## src/rtl/sd_block_server_if.sv

```systemverilog
// ---------------------------------------------------------------------------
// sd_block_server_if
// Bundles the two buses of the sector server:
//   - client side: sd_lba/sd_rd/sd_wr requests, sd_ack, and the sd_buff_* byte port
//   - backing memory side: mem_addr/mem_rd/mem_wr/mem_wdata/mem_rdata/mem_ready
//   - oob: out-of-range / write-protect pulse raised when a request is accepted
// Modports:
//   slave  - the sector server (answers requests, masters the backing memory)
//   master - the client/bench view (raises requests, serves the backing memory)
// ---------------------------------------------------------------------------
interface sd_block_server_if #(
    parameter int MEM_AW = 20
);
    logic [31:0]       sd_lba;
    logic              sd_rd;
    logic              sd_wr;
    logic              sd_ack;
    logic [8:0]        sd_buff_addr;
    logic [7:0]        sd_buff_dout;
    logic [7:0]        sd_buff_din;
    logic              sd_buff_wr;
    logic [MEM_AW-1:0] mem_addr;
    logic              mem_rd;
    logic              mem_wr;
    logic [7:0]        mem_wdata;
    logic [7:0]        mem_rdata;
    logic              mem_ready;
    logic              oob;

    modport slave (
        input  sd_lba, sd_rd, sd_wr, sd_buff_din, mem_rdata, mem_ready,
        output sd_ack, sd_buff_addr, sd_buff_dout, sd_buff_wr,
               mem_addr, mem_rd, mem_wr, mem_wdata, oob
    );

    modport master (
        output sd_lba, sd_rd, sd_wr, sd_buff_din, mem_rdata, mem_ready,
        input  sd_ack, sd_buff_addr, sd_buff_dout, sd_buff_wr,
               mem_addr, mem_rd, mem_wr, mem_wdata, oob
    );
endinterface

```

## src/rtl/sd_block_server.sv

```systemverilog
// ---------------------------------------------------------------------------
// sd_block_server
// Host-side responder for the sd_lba/sd_rd/sd_wr/sd_ack/sd_buff_* sector
// protocol. Serves 512-byte sectors out of a byte-wide backing memory.
//
// Ports:
//   clk    - system clock, posedge
//   reset  - synchronous, active-high; aborts any transfer (no resume)
//   wp     - write protect (only when SD_BLOCK_SERVER_WP_EN is defined)
//   bus    - sd_block_server_if.slave: client request/ack/buffer port,
//            backing memory port (mem_addr = {lba[MEM_AW-10:0], idx[8:0]}),
//            and the oob pulse
//
// Optional feature: define SD_BLOCK_SERVER_WP_EN to add the wp input. A write
// accepted while wp=1 runs the normal ack/fetch sequence but never issues
// mem_wr, and is flagged on oob.
//
// Sequence: IDLE -> ACKDLY -> {RD_REQ <-> RD_PUT | WR_FETCH <-> WR_REQ} -> GAP
// -> IDLE. All outputs are registered.
// ---------------------------------------------------------------------------
module sd_block_server #(
    parameter int MEM_AW     = 20,
    parameter int IMG_BLOCKS = 342,
    parameter int ACK_DELAY  = 4,
    parameter int BUF_RD_LAT = 2
) (
    input  logic              clk,
    input  logic              reset,
`ifdef SD_BLOCK_SERVER_WP_EN
    input  logic              wp,
`endif
    sd_block_server_if.slave  bus
);

    localparam logic [2:0] S_IDLE     = 3'd0;
    localparam logic [2:0] S_ACKDLY   = 3'd1;
    localparam logic [2:0] S_RD_REQ   = 3'd2;
    localparam logic [2:0] S_RD_PUT   = 3'd3;
    localparam logic [2:0] S_WR_FETCH = 3'd4;
    localparam logic [2:0] S_WR_REQ   = 3'd5;
    localparam logic [2:0] S_GAP      = 3'd6;

    localparam int          LBA_W      = MEM_AW - 9;
    localparam logic [3:0]  ACK_LAST   = 4'(ACK_DELAY - 1);
    // Address is driven on entry to WR_FETCH; sampling BUF_RD_LAT+1 edges
    // later leaves a full cycle of margin on the client's read latency.
    localparam logic [3:0]  FETCH_LAST = 4'(BUF_RD_LAT);
    localparam logic [3:0]  GAP_LAST   = 4'd1;
    localparam logic [9:0]  LAST_IDX   = 10'd511;

    logic [2:0]        state;
    logic [3:0]        cnt;
    logic [9:0]        idx;        // 10 bits so the end test never wraps to byte 0
    logic [9:0]        idx_nxt;
    logic [LBA_W-1:0]  lba_q;
    logic              dir_wr;
    logic              sup;        // suppress memory access (out of range / protected)

    logic              ack_q;
    logic              buff_wr_q;
    logic [8:0]        buff_addr_q;
    logic [7:0]        dout_q;
    logic              mem_rd_q;
    logic              mem_wr_q;
    logic [MEM_AW-1:0] mem_addr_q;
    logic [7:0]        mem_wdata_q;
    logic              oob_q;

    logic              req_oob;
    logic              wp_hit;

    assign idx_nxt = idx + 10'd1;
    // Range check on the full 32-bit lba, not the truncated memory address.
    assign req_oob = bus.sd_lba >= 32'(IMG_BLOCKS);

`ifdef SD_BLOCK_SERVER_WP_EN
    // Only a write can violate protection; read wins when both are raised.
    assign wp_hit = ~bus.sd_rd & bus.sd_wr & wp;
`else
    assign wp_hit = 1'b0;
`endif

    always_ff @(posedge clk) begin
        if (reset) begin
            state       <= S_IDLE;
            cnt         <= '0;
            idx         <= '0;
            lba_q       <= '0;
            dir_wr      <= 1'b0;
            sup         <= 1'b0;
            ack_q       <= 1'b0;
            buff_wr_q   <= 1'b0;
            buff_addr_q <= '0;
            dout_q      <= '0;
            mem_rd_q    <= 1'b0;
            mem_wr_q    <= 1'b0;
            mem_addr_q  <= '0;
            mem_wdata_q <= '0;
            oob_q       <= 1'b0;
        end else begin
            oob_q <= 1'b0;
            case (state)
                S_IDLE: begin
                    if (bus.sd_rd | bus.sd_wr) begin
                        lba_q  <= bus.sd_lba[LBA_W-1:0];
                        dir_wr <= ~bus.sd_rd;
                        sup    <= req_oob | wp_hit;
                        oob_q  <= req_oob | wp_hit;
                        idx    <= '0;
                        cnt    <= '0;
                        state  <= S_ACKDLY;
                    end
                end

                S_ACKDLY: begin
                    if (cnt == ACK_LAST) begin
                        ack_q <= 1'b1;
                        cnt   <= '0;
                        if (dir_wr) begin
                            buff_addr_q <= '0;
                            state       <= S_WR_FETCH;
                        end else if (sup) begin
                            // Out-of-range read: zero bytes, one per cycle.
                            buff_wr_q   <= 1'b1;
                            buff_addr_q <= '0;
                            dout_q      <= '0;
                            state       <= S_RD_PUT;
                        end else begin
                            mem_rd_q   <= 1'b1;
                            mem_addr_q <= {lba_q, 9'd0};
                            state      <= S_RD_REQ;
                        end
                    end else begin
                        cnt <= cnt + 4'd1;
                    end
                end

                S_RD_REQ: begin
                    if (bus.mem_ready) begin
                        mem_rd_q    <= 1'b0;
                        buff_wr_q   <= 1'b1;
                        buff_addr_q <= idx[8:0];
                        dout_q      <= bus.mem_rdata;
                        state       <= S_RD_PUT;
                    end
                end

                // The strobe for byte idx is high while in this state.
                S_RD_PUT: begin
                    if (idx == LAST_IDX) begin
                        buff_wr_q <= 1'b0;
                        ack_q     <= 1'b0;
                        cnt       <= '0;
                        state     <= S_GAP;
                    end else begin
                        idx <= idx_nxt;
                        if (sup) begin
                            buff_wr_q   <= 1'b1;
                            buff_addr_q <= idx_nxt[8:0];
                            dout_q      <= '0;
                        end else begin
                            buff_wr_q  <= 1'b0;
                            mem_rd_q   <= 1'b1;
                            mem_addr_q <= {lba_q, idx_nxt[8:0]};
                            state      <= S_RD_REQ;
                        end
                    end
                end

                S_WR_FETCH: begin
                    if (cnt == FETCH_LAST) begin
                        cnt <= '0;
                        if (!sup) begin
                            mem_wr_q    <= 1'b1;
                            mem_addr_q  <= {lba_q, idx[8:0]};
                            mem_wdata_q <= bus.sd_buff_din;
                            state       <= S_WR_REQ;
                        end else if (idx == LAST_IDX) begin
                            ack_q <= 1'b0;
                            state <= S_GAP;
                        end else begin
                            idx         <= idx_nxt;
                            buff_addr_q <= idx_nxt[8:0];
                        end
                    end else begin
                        cnt <= cnt + 4'd1;
                    end
                end

                S_WR_REQ: begin
                    if (bus.mem_ready) begin
                        mem_wr_q <= 1'b0;
                        cnt      <= '0;
                        if (idx == LAST_IDX) begin
                            ack_q <= 1'b0;
                            state <= S_GAP;
                        end else begin
                            idx         <= idx_nxt;
                            buff_addr_q <= idx_nxt[8:0];
                            state       <= S_WR_FETCH;
                        end
                    end
                end

                // Two idle cycles with sd_ack low before looking at requests again.
                S_GAP: begin
                    if (cnt == GAP_LAST) begin
                        cnt   <= '0;
                        state <= S_IDLE;
                    end else begin
                        cnt <= cnt + 4'd1;
                    end
                end

                default: state <= S_IDLE;
            endcase
        end
    end

    assign bus.sd_ack       = ack_q;
    assign bus.sd_buff_wr   = buff_wr_q;
    assign bus.sd_buff_addr = buff_addr_q;
    assign bus.sd_buff_dout = dout_q;
    assign bus.mem_rd       = mem_rd_q;
    assign bus.mem_wr       = mem_wr_q;
    assign bus.mem_addr     = mem_addr_q;
    assign bus.mem_wdata    = mem_wdata_q;
    assign bus.oob          = oob_q;

endmodule

```

## src/flat_wrapper.sv

```systemverilog
// flat-port wrapper written by rule: the top's interface ports become plain ports
module sd_block_server_flat 
#(
    parameter int MEM_AW     = 20,
    parameter int IMG_BLOCKS = 342,
    parameter int ACK_DELAY  = 4,
    parameter int BUF_RD_LAT = 2
)
  (clk, reset, bus_sd_lba, bus_sd_rd, bus_sd_wr, bus_sd_buff_din, bus_mem_rdata, bus_mem_ready, bus_sd_ack, bus_sd_buff_addr, bus_sd_buff_dout, bus_sd_buff_wr, bus_mem_addr, bus_mem_rd, bus_mem_wr, bus_mem_wdata, bus_oob);
  sd_block_server_if #(.MEM_AW(MEM_AW)) bus_i ();
  input  logic clk;
  input  logic reset;
  input wire logic [$bits(bus_i.sd_lba)-1:0] bus_sd_lba;
  input wire logic [$bits(bus_i.sd_rd)-1:0] bus_sd_rd;
  input wire logic [$bits(bus_i.sd_wr)-1:0] bus_sd_wr;
  input wire logic [$bits(bus_i.sd_buff_din)-1:0] bus_sd_buff_din;
  input wire logic [$bits(bus_i.mem_rdata)-1:0] bus_mem_rdata;
  input wire logic [$bits(bus_i.mem_ready)-1:0] bus_mem_ready;
  output wire logic [$bits(bus_i.sd_ack)-1:0] bus_sd_ack;
  output wire logic [$bits(bus_i.sd_buff_addr)-1:0] bus_sd_buff_addr;
  output wire logic [$bits(bus_i.sd_buff_dout)-1:0] bus_sd_buff_dout;
  output wire logic [$bits(bus_i.sd_buff_wr)-1:0] bus_sd_buff_wr;
  output wire logic [$bits(bus_i.mem_addr)-1:0] bus_mem_addr;
  output wire logic [$bits(bus_i.mem_rd)-1:0] bus_mem_rd;
  output wire logic [$bits(bus_i.mem_wr)-1:0] bus_mem_wr;
  output wire logic [$bits(bus_i.mem_wdata)-1:0] bus_mem_wdata;
  output wire logic [$bits(bus_i.oob)-1:0] bus_oob;
  assign bus_i.sd_lba = bus_sd_lba;
  assign bus_i.sd_rd = bus_sd_rd;
  assign bus_i.sd_wr = bus_sd_wr;
  assign bus_i.sd_buff_din = bus_sd_buff_din;
  assign bus_i.mem_rdata = bus_mem_rdata;
  assign bus_i.mem_ready = bus_mem_ready;
  assign bus_sd_ack = bus_i.sd_ack;
  assign bus_sd_buff_addr = bus_i.sd_buff_addr;
  assign bus_sd_buff_dout = bus_i.sd_buff_dout;
  assign bus_sd_buff_wr = bus_i.sd_buff_wr;
  assign bus_mem_addr = bus_i.mem_addr;
  assign bus_mem_rd = bus_i.mem_rd;
  assign bus_mem_wr = bus_i.mem_wr;
  assign bus_mem_wdata = bus_i.mem_wdata;
  assign bus_oob = bus_i.oob;
  sd_block_server #(.MEM_AW(MEM_AW), .IMG_BLOCKS(IMG_BLOCKS), .ACK_DELAY(ACK_DELAY), .BUF_RD_LAT(BUF_RD_LAT)) u_core (.clk(clk), .reset(reset), .bus(bus_i));
endmodule
```

## config.mk

```make
export PLATFORM = sky130hd
export DESIGN_NAME = sd_block_server_flat
export DESIGN_NICKNAME = d
export VERILOG_FILES = /design/src/rtl/sd_block_server_if.sv /design/src/rtl/sd_block_server.sv /design/src/flat_wrapper.sv
export SDC_FILE = /design/constraint.sdc
export NUM_CORES = 1
export LEC_CHECK = 0
export CAP_MARGIN = 15
export CORE_ASPECT_RATIO = 1.5
export CORE_UTILIZATION = 32
export CTS_CLUSTER_SIZE = 20
export DETAILED_ROUTE_END_ITERATION = 16
export PLACE_DENSITY = 0.53
export SYNTH_ARGS = -nofsm -noshare
export SYNTH_HDL_FRONTEND = slang
export SYNTH_SLANG_ARGS = --single-unit
```

## constraint.sdc

```tcl
create_clock -name clk -period 4.65 [get_ports clk]
set_clock_uncertainty 0.1 [all_clocks]
set_input_delay 0.93 -clock clk [delete_from_list [all_inputs] [get_ports clk]]
set_output_delay 0.93 -clock clk [all_outputs]
set_load 0.005 [all_outputs]
```

Yosys cells after proc, flatten, opt, wreduce, memory -nomap -nowiden --
Index checks and enable logic that the tools add are counted.
Word-level totals: flip-flop bits (word level) 80, bits in latches 0, memory bits (writable) 0, memory bits (read-only) 0, input port bits 53, output and inout bits 50, logic and storage cells 145, memories 0
Operators by class: $add $sub $neg 2, multiply operators 0, div/mod/pow operators 0, $lt $le $gt $ge 1, eq/ne operators 28, shift-type cells 0, multiplexer cells 74, bitwise logic cells 5, reductions and logical operators 20
Operators with widths (count):
- two-way mux 20 bit | 7
- two-way mux 9 bit | 10
- case mux 20 bit (3 select lines) | 1
- two-way mux 10 bit | 5
- case mux 9 bit (5 select lines) | 1
- two-way mux 8 bit | 5
- case mux 10 bit (4 select lines) | 1
- two-way mux 3 bit | 11
- greater-or-equal comparator 32 x 9 -> 1 bit (second input constant) | 1
- two-way mux 4 bit | 6
- case mux 4 bit (6 select lines) | 1
- case mux 8 bit (3 select lines) | 1
- case mux 3 bit (7 select lines) | 1
- AND reduction 5 bit | 4
- two-way mux 1 bit | 19
- != test 2 x 1 -> 1 bit (second input constant) | 8
- AND reduction 8 bit | 2
- != test 2 bit (second input constant) | 7
- adder 10 x 1 -> 10 bit (second input constant) | 1
- equality test 10 x 9 -> 1 bit (second input constant) | 1
- equality test 3 bit (second input constant) | 3
- AND reduction 9 bit | 1
- equality test 4 x 2 -> 1 bit (second input constant) | 2
- AND reduction 4 bit | 2
- other kinds (21) | 29

Longest topological paths before layout --
depth in word-level cells 5, mapped depth 9, mapped depth without buffers 7

Worst setup path after synthesis --
OpenSTA, ideal clock, no wires.
path kind input -> register, from input bus_sd_wr, to register u_core.idx[6], setup time 0.119 ns, arrival 2.105 ns, data required time 4.431 ns, slack 2.326 ns, stages on the path 5, buffers on the path 0, cell sequence or4_1 -> a21o_1 -> nand3_1 -> nor2_1 -> o221a_2
Between the ends: word-level cells in the longest chain between the ends 3
RTL lines:
- start: declaration | RTL line flat_wrapper.sv:15 | input wire logic [$bits(bus_i.sd_wr)-1:0] bus_sd_wr;
- OR 1 bit | RTL line sd_block_server.sv:104 | if (bus.sd_rd | bus.sd_wr) begin
- != test 2 x 1 -> 1 bit (no line)
- AND reduction 5 bit (no line)
- end signal: assignment | RTL line sd_block_server.sv:156 | idx <= idx_nxt;
- end signal: assignment | RTL line sd_block_server.sv:182 | idx <= idx_nxt;
- end signal: assignment | RTL line sd_block_server.sv:198 | idx <= idx_nxt;
- end: declaration | RTL line sd_block_server.sv:53 | logic [9:0] idx;
Every way passes these cells. A chain may end at the register's enable or synchronous reset.

Worst setup path in the final report --
from register u_core.idx[0], to register u_core.state[2]
Between the ends: word-level cells in the longest chain between the ends 3, elaborated cells between the ends (all ways) 6, classes of those cells eq/ne: 3; mux: 2; reduce/logical: 1
RTL lines:
- equality test 10 x 9 -> 1 bit * | RTL line sd_block_server.sv:150, sd_block_server.sv:178
- != test 3 bit (no line) / two-way mux 3 bit (equally long branches)
- AND reduction 8 bit (no line) / case mux 3 bit (7 select lines) (equally long branches)
- end signal: assignment | RTL line sd_block_server.sv:154 | state <= S_GAP;
- end signal: assignment | RTL line sd_block_server.sv:177 | state <= S_WR_REQ;
- end signal: assignment | RTL line sd_block_server.sv:180 | state <= S_GAP;
- end: declaration | RTL line sd_block_server.sv:51 | logic [2:0] state;
Mark *: on every way between the ends. The rest lies on a longest branch, timed or not.

==> metrics.md <==
| Metric | Value |
|---|---|
| Gpl congestion | `0.8654` |
| Share of power burned in registers | `0.359` |
| Grt met1 use | `0.2146` |
| Detailed Route WL | `11500 um` |
| H-tree levels | `3` |
| Most Crowded Layer GR | `met2` |
| Final core utilization | `0.4457` |
| Ranking of synthesized cells by area | `dfxtp_1 (40%), a21oi_1 (6.2%), mux2i_1 (6.0%)` |
| Sw Pwr | `875.9 uW` |
| Clk_lat worst skew | `0.34 ns` |
| Die width | `93.62 um` |
| Dpl hpwl | `8271 um` |
| Starting DRT DRC Count | `205` |
| # diodes | `0` |
| Hold Crit Class | `reg -> reg` |
| CP Launch Type | `flop` |
| Total global-route track usage | `0.1868` |
| Top FF cell, synth | `dfxtp_1` |
| Post-CTS Resized | `0` |
| Row cnt | `49` |
| Post-CTS Hold Fix Bufs | `0` |
| Critical path type | `reg -> reg` |
| Clock network fraction of total power | `0.305` |
| Commonest cells after routing, fill and taps aside | `clkdlybuf4s50_1 (101), dfxtp_1 (80), a21oi_1 (50), nor2_1 (46), nand2_1 (40)` |
| Worst path required time | `4.81 ns` |
| Post-Syn Instances | `470` |
| Tot Pwr | `2.638 mW` |
| ANT nets after route | `0` |
| VDD IR-drop max | `0.0002100 V` |
| Setup WS pre-CTS | `1.593 ns` |
| Crit-path max FO | `9` |
| Final Cycle Share | `0.6444` |
| Post-layout minimum cycle time | `2.996 ns` |
| Clock sink count | `80` |
| Reg clk slew, reported paths | `0.06 ns` |
| Via density | `5.346` |
| Pint | `1.762 mW` |
| Hold Vio Cnt, Final | `0` |
| Worst hold path stage count | `2` |
| Yosys reg bits | `80` |
| Root Driver | `clkbuf_16` |
| Unrepaired setup endpoints after global routing | `false` |
| Setup repair bufs after CTS | `0` |
| GR Util met2 | `0.3177` |
| Worst setup margin | `1.654 ns` |
| Synth area leader | `dfxtp_1` |
| Slew @ Worst Pin | `0.9588 ns` |
| Total number of vias | `3785` |
| Max Buffers Root-to-Sink | `2` |
| Post-synthesis sequential area ratio | `0.3975` |
| Final Instance Count excl. Fillers | `708` |
| CTS tree | `built` |
| Critical Path End Type | `flop` |
| Sw frac | `0.3320` |
| Die area | `13050 sq um` |
| Arr. time, crit path | `3.16 ns` |
| First-pass GRT wire length | `19110 um` |
| Drt first pass iters | `4` |
| Fin. max-slew vios | `0` |
| Vias in the first global route | `3871` |
| Antenna violations before repair | `0` |
| Comb power frac | `0.337` |
| Core ar. | `12140 sq um` |
| Synth-to-layout area growth | `34.29%` |
| Post-synth net total | `527` |
| Layout cells sized above 1 | `0.06306` |
| Power per cell area | `487.6 nW/um^2` |
| DP Area | `5069 sq um` |
| Fmax | `333.7 MHz` |
| Syn Area/Cell | `8.572 sq um` |
| Leakage power | `1.918 nW` |
| Initial Util | `0.3319` |
| Num CTS Buffers | `9` |
| Worst-case hold slack | `0.3515 ns` |
| Yosys top cell area share | `0.3975` |
| Placed Cells | `691` |
| DRC Markers | `0` |
| Count of cell types in the netlist | `67` |
| Port bufs | `102` |
| Setup TNS | `0 ns` |
| Slew headroom | `0.3599` |
| Post-route cell area | `5410 sq um` |
| Status | `complete, no violations` |
| Max-Cap Viols | `0` |
| Ports | `103` |
| Drt wl/cell | `16.25 um` |
| GRT met3 Usage | `0.03770` |
| Setup-failing EPs final | `0` |
| Ys Warns | `0` |
| Reg2Reg Depth | `6` |
| Commonest non-fill, non-tap cell in the layout | `clkdlybuf4s50_1` |
| Post-synth EDFFs | `0` |
| Largest net degree at the start of global routing | `71` |
| Mapped cell area | `4029 sq um` |
| Net count, final | `607` |
| FFs w/ async S/R, synth | `0` |
| Gr ovfl total | `0` |
| Die height | `139.4 um` |
==> Yosys cell counts (all sizes together) (2+ instances only) <==
library cell and count:
o2111ai 2, nor4 7, nor2 46, dfxtp 80, nand2 40, a31oi 2, nor3b 3, xnor2 3
mux2i 24, and3 2, or3b 2, ha 4, and4bb 2, nand3 15, o311a 2, or4 5
o21a 2, o31ai 3, xor2 2, inv 7, a32oi 2, clkbuf 18, o21ai 23, and2 3
a22oi 10, or4b 2, a211oi 13, a21o 5, nand4 2, a2111oi 2, buf 21, or3 3
o22ai 2, nand3b 5, a21oi 50, a311oi 4, o211ai 7, nor3 9, nand2b 16, nor2b 5
==> critical path, stage by stage (launching register included) <==
cell      delay, ns
dfxtp_1        0.52
ha_1           0.36
nand3_1        0.37
nor3_1         0.68
o211ai_1       0.32
or3_1          0.43
a21oi_1        0.13
==> final timing paths <==
| path | start | end | slack [ns] |
|---|---|---|---|
| worst max-delay path | u_core.idx[0]$_SDFFE_PP0P_ | u_core.state[2]$_SDFFE_PP0P_ | 1.65 |
| worst min-delay path | u_core.lba_q[8]$_SDFFE_PP0P_ | u_core.lba_q[8]$_SDFFE_PP0P_ | 0.35 |
| worst max register to register | u_core.idx[0]$_SDFFE_PP0P_ | u_core.state[2]$_SDFFE_PP0P_ | 1.65 |
| worst min register to register | u_core.lba_q[8]$_SDFFE_PP0P_ | u_core.lba_q[8]$_SDFFE_PP0P_ | 0.35 |
==> flip-flops by register name (all words and copies together), names as in the netlist, 3 cells and up <==
signal                   count
u_core.bus.sd_buff_dout      8
u_core.bus.sd_buff_addr      9
u_core.idx                  10
u_core.state                 3
u_core.bus.mem_addr         20
u_core.bus.mem_wdata         8
u_core.lba_q                11
u_core.cnt                   4
==> area by class of cell <==
cell class / count / area [sq um]
multi-input combinational: 344 / 2196
tap: 153 / 191.4
clock inverter: 6 / 107.6
timing repair buffer: 108 / 1059
clock buffer: 10 / 229.0
inverter: 7 / 26.28
fill: 1250 / 6729
sequential: 80 / 1602
==> routing by layer <==
metal  part of all wire  wire length (um)  vias up
met5                  0                 0        -
met4              0.043               489        0
met3              0.041               471       33
met2               0.51              5899       96
met1               0.40              4642     1791
li1                   -                 -     1865
==> power by group through the flow <==
stage          sequential, mW  combinational (mW)  clock (mW)
2_1_floorplan           0.891               0.634           0
3_3_place_gp            0.958               0.886           0
3_5_place_dp            0.962               0.898           0
4_1_cts                 0.948               0.901       0.822
5_1_grt                 0.971               0.984       0.850
6_report                0.947               0.888       0.803
==> cells by family after synthesis <==
family / Yosys count / share of synthesized area
xor gates and xnor gates: 5 / 0.01087
DFF: 80 / 0.3975
AOI/OAI and AO/OA: 140 / 0.2376
buffers and inverters: 46 / 0.05746
and+or+nand+nor: 171 / 0.2245
adders and majority gates: 4 / 0.01242
muxes: 24 / 0.05963
Power figures use the tool's default switching activity.
